[config.mk]
export PLATFORM = sky130hd
export DESIGN_NAME = dmem_write_buffer
export DESIGN_NICKNAME = d
export VERILOG_FILES = /design/src/rtl/dmem_write_buffer.sv
export SDC_FILE = /design/constraint.sdc
export NUM_CORES = 1
export LEC_CHECK = 0
export BUFFER_PORTS_ARGS = -buffer_cell sky130_fd_sc_hd__buf_2
export CAP_MARGIN = 30
export CELL_PAD_IN_SITES_DETAIL_PLACEMENT = 1
export CELL_PAD_IN_SITES_GLOBAL_PLACEMENT = 2
export CORE_MARGIN = 2
export CORE_UTILIZATION = 42
export CTS_CLUSTER_DIAMETER = 150
export DETAILED_ROUTE_END_ITERATION = 10
export PLACE_DENSITY = 0.78
export SLEW_MARGIN = 5
export SYNTH_ARGS = -nofsm -noshare
export SYNTH_HDL_FRONTEND = slang
export SYNTH_SLANG_ARGS = --single-unit
[constraint.sdc]
create_clock -name clk -period 4 [get_ports clk]
set_input_delay 1 -clock clk [delete_from_list [all_inputs] [get_ports clk]]
set_output_delay 1 -clock clk [all_outputs]
set_load 0.01 [all_outputs]
[src/rtl/dmem_write_buffer.sv]
// ---------------------------------------------------------------------------
// dmem_write_buffer
//
// Posted-write store buffer that sits between the core data port and a slow
// data memory. Stores retire into a circular FIFO and drain in order onto the
// memory write port. Loads are ordered behind every earlier buffered store.
//
// Optional feature (macro DMEM_WB_FWD_EN): loads that hit a buffered entry
// return the youngest matching data without draining or reading memory.
//
// Ports
//   clk, rst_n            clock, asynchronous active-low reset
//   cpu_wen / cpu_ren     core store / load request (never both high)
//   cpu_addr, cpu_wdata   core word address and store data
//   cpu_rdata             load data, valid in the cycle cpu_stall falls
//   cpu_stall             core holds its request while high
//   mem_wen / mem_ren     registered memory write / read strobes
//   mem_addr, mem_wdata   registered memory address and write data
//   mem_rdata, mem_ready  memory read data and one-cycle completion pulse
// ---------------------------------------------------------------------------
module dmem_write_buffer #(
   parameter int DEPTH = 4,
   parameter int AW    = 30,
   parameter int DW    = 32
) (
   input  logic          clk,
   input  logic          rst_n,
   input  logic          cpu_wen,
   input  logic          cpu_ren,
   input  logic [AW-1:0] cpu_addr,
   input  logic [DW-1:0] cpu_wdata,
   output logic [DW-1:0] cpu_rdata,
   output logic          cpu_stall,
   output logic          mem_wen,
   output logic          mem_ren,
   output logic [AW-1:0] mem_addr,
   output logic [DW-1:0] mem_wdata,
   input  logic [DW-1:0] mem_rdata,
   input  logic          mem_ready
);

   localparam int          PW       = (DEPTH > 1) ? $clog2(DEPTH) : 1;
   localparam logic [PW:0] FULL_CNT = (PW+1)'(DEPTH);

   typedef enum logic [1:0] {
      ST_IDLE  = 2'd0,
      ST_DRAIN = 2'd1,
      ST_READ  = 2'd2
   } state_e;

   logic [AW-1:0] fifo_addr_q [DEPTH];
   logic [DW-1:0] fifo_data_q [DEPTH];
   logic [PW-1:0] rd_ptr_q, rd_ptr_d;
   logic [PW-1:0] wr_ptr_q, wr_ptr_d;
   logic [PW:0]   count_q, count_d;
   state_e        state_q;
   logic          mem_wen_q, mem_ren_q, load_done_q;
   logic [AW-1:0] mem_addr_q;
   logic [DW-1:0] mem_wdata_q, cpu_rdata_q;

   logic          enq_s, deq_s, hit_s, match_s;
   logic          load_stall_s, store_stall_s;
   logic [DW-1:0] fwd_data_s;
   logic [PW-1:0] head1_s;
   logic [AW-1:0] nxt_addr_s;
   logic [DW-1:0] nxt_data_s;

   // Enqueue/dequeue qualifiers and next pointer/occupancy values.
   always_comb begin
      deq_s    = (state_q == ST_DRAIN) && mem_ready;
      // A full buffer still accepts a store in the cycle the head retires.
      enq_s    = cpu_wen && ((count_q != FULL_CNT) || deq_s);
      rd_ptr_d = deq_s ? (rd_ptr_q + PW'(1)) : rd_ptr_q;
      wr_ptr_d = enq_s ? (wr_ptr_q + PW'(1)) : wr_ptr_q;
      case ({enq_s, deq_s})
         2'b10:   count_d = count_q + (PW+1)'(1);
         2'b01:   count_d = count_q - (PW+1)'(1);
         default: count_d = count_q;
      endcase
   end

   // Entry that follows the current head; with one entry left it can only be
   // the store arriving in this same cycle, which is not in the array yet.
   always_comb begin
      head1_s = rd_ptr_q + PW'(1);
      if (count_q > (PW+1)'(1)) begin
         nxt_addr_s = fifo_addr_q[head1_s];
         nxt_data_s = fifo_data_q[head1_s];
      end else begin
         nxt_addr_s = cpu_addr;
         nxt_data_s = cpu_wdata;
      end
   end

   // Load-hit search; walking oldest to youngest lets the youngest match win.
   always_comb begin
      hit_s      = 1'b0;
      match_s    = 1'b0;
      fwd_data_s = '0;
`ifdef DMEM_WB_FWD_EN
      for (int k = 0; k < DEPTH; k++) begin
         match_s    = ((PW+1)'(k) < count_q) &&
                      (fifo_addr_q[rd_ptr_q + PW'(k)] == cpu_addr);
         hit_s      = hit_s | (match_s & cpu_ren);
         fwd_data_s = match_s ? fifo_data_q[rd_ptr_q + PW'(k)] : fwd_data_s;
      end
`endif
   end

   // Core stall: pending load, or store into a full buffer with no retirement.
   always_comb begin
      load_stall_s  = cpu_ren && !hit_s && !load_done_q;
      store_stall_s = cpu_wen && (count_q == FULL_CNT) && !deq_s;
      cpu_stall     = rst_n && (load_stall_s || store_stall_s);
   end

   // FIFO storage, pointers and occupancy.
   always_ff @(posedge clk or negedge rst_n) begin
      if (!rst_n) begin
         rd_ptr_q <= '0;
         wr_ptr_q <= '0;
         count_q  <= '0;
         for (int i = 0; i < DEPTH; i++) begin
            fifo_addr_q[i] <= '0;
            fifo_data_q[i] <= '0;
         end
      end else begin
         rd_ptr_q <= rd_ptr_d;
         wr_ptr_q <= wr_ptr_d;
         count_q  <= count_d;
         if (enq_s) begin
            fifo_addr_q[wr_ptr_q] <= cpu_addr;
            fifo_data_q[wr_ptr_q] <= cpu_wdata;
         end
      end
   end

   // Memory-side state machine with registered request and load-data outputs.
   always_ff @(posedge clk or negedge rst_n) begin
      if (!rst_n) begin
         state_q     <= ST_IDLE;
         mem_wen_q   <= 1'b0;
         mem_ren_q   <= 1'b0;
         mem_addr_q  <= '0;
         mem_wdata_q <= '0;
         cpu_rdata_q <= '0;
         load_done_q <= 1'b0;
      end else begin
         // load_done_q marks the single cycle in which a completed load is
         // released, so the still-asserted cpu_ren does not reissue it.
         load_done_q <= 1'b0;
         if (hit_s) begin
            cpu_rdata_q <= fwd_data_s;
         end
         case (state_q)
            ST_IDLE: begin
               if (count_q != '0) begin
                  state_q     <= ST_DRAIN;
                  mem_wen_q   <= 1'b1;
                  mem_addr_q  <= fifo_addr_q[rd_ptr_q];
                  mem_wdata_q <= fifo_data_q[rd_ptr_q];
               end else if (cpu_ren && !hit_s && !load_done_q) begin
                  state_q    <= ST_READ;
                  mem_ren_q  <= 1'b1;
                  mem_addr_q <= cpu_addr;
               end
            end
            ST_DRAIN: begin
               if (mem_ready) begin
                  if (count_d != '0) begin
                     mem_addr_q  <= nxt_addr_s;
                     mem_wdata_q <= nxt_data_s;
                  end else begin
                     mem_wen_q <= 1'b0;
                     state_q   <= ST_IDLE;
                  end
               end
            end
            ST_READ: begin
               if (mem_ready) begin
                  cpu_rdata_q <= mem_rdata;
                  load_done_q <= 1'b1;
                  mem_ren_q   <= 1'b0;
                  state_q     <= ST_IDLE;
               end
            end
            default: begin
               state_q   <= ST_IDLE;
               mem_wen_q <= 1'b0;
               mem_ren_q <= 1'b0;
            end
         endcase
      end
   end

   assign mem_wen   = mem_wen_q;
   assign mem_ren   = mem_ren_q;
   assign mem_addr  = mem_addr_q;
   assign mem_wdata = mem_wdata_q;
   assign cpu_rdata = cpu_rdata_q;

endmodule

==> flow_metrics.py <==
metrics = {
    "critical_path": {
        "critPathKind": "flop to flop",
        "worstSetupStartpointType": "flop",
        "end_kind": "flop",
        "cp_max_fo": 30,
        "arrival_ps": 4050,
        "required_ps": 4430,
        "r2r_cells": 10,
    },
    "min_path": {
        "holdCritPathClass": "input port to asynchronous set/reset pin",
    },
    "job": {
        "maxCapViolCount": 0,
    },
    "clock_tree": {
        "cts.sinks": 354,
        "cts_tree": "yes",
        "ctsResizeCount": 0,
        "hold_buffers": 0,
        "clockRootBuffer": "clkbuf_16",
        "cts_made_buffers": 42,
        "cts.clk_slew.worst_paths_ps": 60,
        "clk_latency_ps": 560,
        "post_cts_buffers": 0,
        "clk_path_buf_depth": 3,
        "htreeDepth": 2,
    },
    "detailed_routing": {
        "drt_pass1_iterations": 4,
        "routed-via-count": 11440,
        "ant_nets": 0,
        "drc_errors": 0,
        "wl_per_cell_um": 22.35,
        "drt_iter0_markers": 631,
        "totalWireLength_um": 45130,
        "viasPerCell": 5.668,
    },
    "timing": {
        "max_slew_margin": 0.3640,
        "setup_viol": 0,
        "finalCriticalPeriod_ps": 3619,
        "worst_pin_slew_ps": 954.0,
        "fin_setup_tns_ps": 0,
        "holdWs_ps": 306.0,
        "rsz0062_at_grt": "no",
        "timing.final.max_slew_violations": 0,
        "hold_violations": 0,
        "skew_ps": 19.92,
        "fmaxAchievable_mhz": 276.3,
        "min_period_over_period": 0.9048,
        "worst_slack_ps": 380.7,
    },
    "placed_design": {
        "hpwl_um": 26910,
        "io_buffers": 195,
        "placed_area_um2": 19140,
        "gp_congestion": 0.7416,
        "dp_slack_ps": 6.713,
    },
    "die": {
        "start_util": 0.4226,
        "die_h_um": 208.7,
        "core_area_um2": 41670,
        "die_area_um2": 43570,
        "boundaryPins": 196,
        "rows": 75,
        "die_w_um": 208.7,
    },
    "global_routing": {
        "grt_pass1_wl_um": 72300,
        "antenna_found_initial": 7,
        "grt.overflow.total": 0,
        "grt_pass1_vias": 12600,
        "grt.total_usage": 0.2106,
        "grt_max_degree": 174,
    },
    "synthesis": {
        "ys_seq_area_frac": 0.5031,
        "syn-num-nets": 1377,
        "syn_inst": 1267,
        "syn_area_per_cell_um2": 13.90,
        "yosysWarningCount": 0,
        "async_reset_ff_frac": 1.000,
        "synth-main-ff-cell": "dfrtp_1",
        "yosys.cell_types.count": 40,
        "syn_area_um2": 17610,
        "synth-edff-count": 0,
        "ys_ff_latch": 354,
    },
    "finish": {
        "finalNetCount": 1556,
        "fin_area_um2": 20570,
        "drive_gt1_frac": 0.4959,
        "area_delta_synth_final_pct": 16.86,
        "final_common_cell": "dfrtp_1",
        "fill_cells": 4245,
        "layout_common_cells": "dfrtp_1 (352), mux2_2 (306), buf_2 (194)",
    },
    "power": {
        "max-vdd-ir-drop_v": 0.0005576,
        "p_leak_nw": 9.011,
        "powerDensity_nw_per_um2": 994.9,
        "total_power_w": 0.02047,
    },
    "outcome": {
        "status": "finished clean",
    },
}
-- synth_stat cells (5+ instances only) --
| master | n | area, um2 |
|---|---|---|
| mux4_2 | 124 | 2793 |
| dfrtp_1 | 354 | 8859 |
| ha_1 | 11 | 137.6 |
| nor2_1 | 39 | 146.4 |
| inv_1 | 42 | 157.7 |
| o22ai_1 | 30 | 187.7 |
| clkbuf_1 | 42 | 157.7 |
| a31oi_1 | 32 | 200.2 |
| nand2_1 | 165 | 619.3 |
| buf_2 | 15 | 75.07 |
| o21ai_0 | 5 | 25.02 |
| a21oi_1 | 34 | 170.2 |
| buf_6 | 27 | 304.0 |
| mux2_2 | 306 | 3446 |
-- sequential cells by signal, indices dropped and copies added, names as in the netlist --
signal,cells
load_done_q,1
mem_wen,1
mem_addr,30
wr_ptr_q,2
mem_ren,1
fifo_data_q,128
count_q,3
state_q,2
mem_wdata,32
fifo_addr_q,120
rd_ptr_q,2
cpu_rdata,32
-- stage by stage --
step,util,std cells
after floorplan,-,1267
after global placement,0.4587,1940
after detailed placement,0.4593,1941
after CTS,0.4936,2015
after global routing,0.4937,2017
final,0.4938,2019
-- power by group --
part           internal, W  switching, W
Clock              0.00245       0.00153
Sequential         0.00546       0.00158
Combinational      0.00533       0.00412
-- metal layers --
layer,up-vias,routed length (um),global-route usage
li1,5007,-,-
met1,6170,19360,0.2714
met2,192,22850,0.3644
met3,72,1823,0.03742
met4,2,1078,0.06232
met5,-,14,0
-- critical path, stage by stage (launching register included) --
cell	delay, ps
dfrtp_1	500
and2b_2	260
nand2_1	200
a31oi_4	110
buf_4	200
ha_1	260
nor2b_1	150
o31ai_1	280
or4b_4	540
o21a_2	530
mux2_1	440
-- cell families (layout without fill, tap and decap cells) --
logic type                 Yosys count  count (layout)  synth area share
and+or+nand+nor                    220             220           0.04946
adders and majority gates           11              11          0.007817
muxes                              435             435            0.3574
AOI/OAI and AO/OA                  114             114           0.03972
other                                0               4                 0
xor gates and xnor gates             3               3          0.001493
buffers and inverters              130             339           0.04093
DFF                                354             354            0.5031
-- path summary, 6_finish.rpt --
path | slack (ps) | start | to
max in group asynchronous | 2420 | rst_n | rd_ptr_q[1]
min in group clk | 470 | cpu_rdata[19] | cpu_rdata[19]
setup reg to reg | 380 | state_q[1] | mem_addr[28]
setup / recovery | 380 | state_q[1] | mem_addr[28]
hold / removal | 310 | rst_n | mem_wdata[12]
hold reg to reg | 470 | cpu_rdata[19] | cpu_rdata[19]
-- cell type report --
class,count,area [um2],area share
Clock inverter,11,195.2,0.009487
Timing Repair Buffer,223,1366,0.06641
Antenna cell,4,10.01,0.0004865
Inverter,42,157.7,0.007662
Tap cell,539,674.4,0.03278
Sequential cell,354,8866,0.4309
Multi-Input combinational cell,783,8074,0.3924
Clock buffer,63,1231,0.05984
No activity file was read; power rests on OpenSTA's default activity.
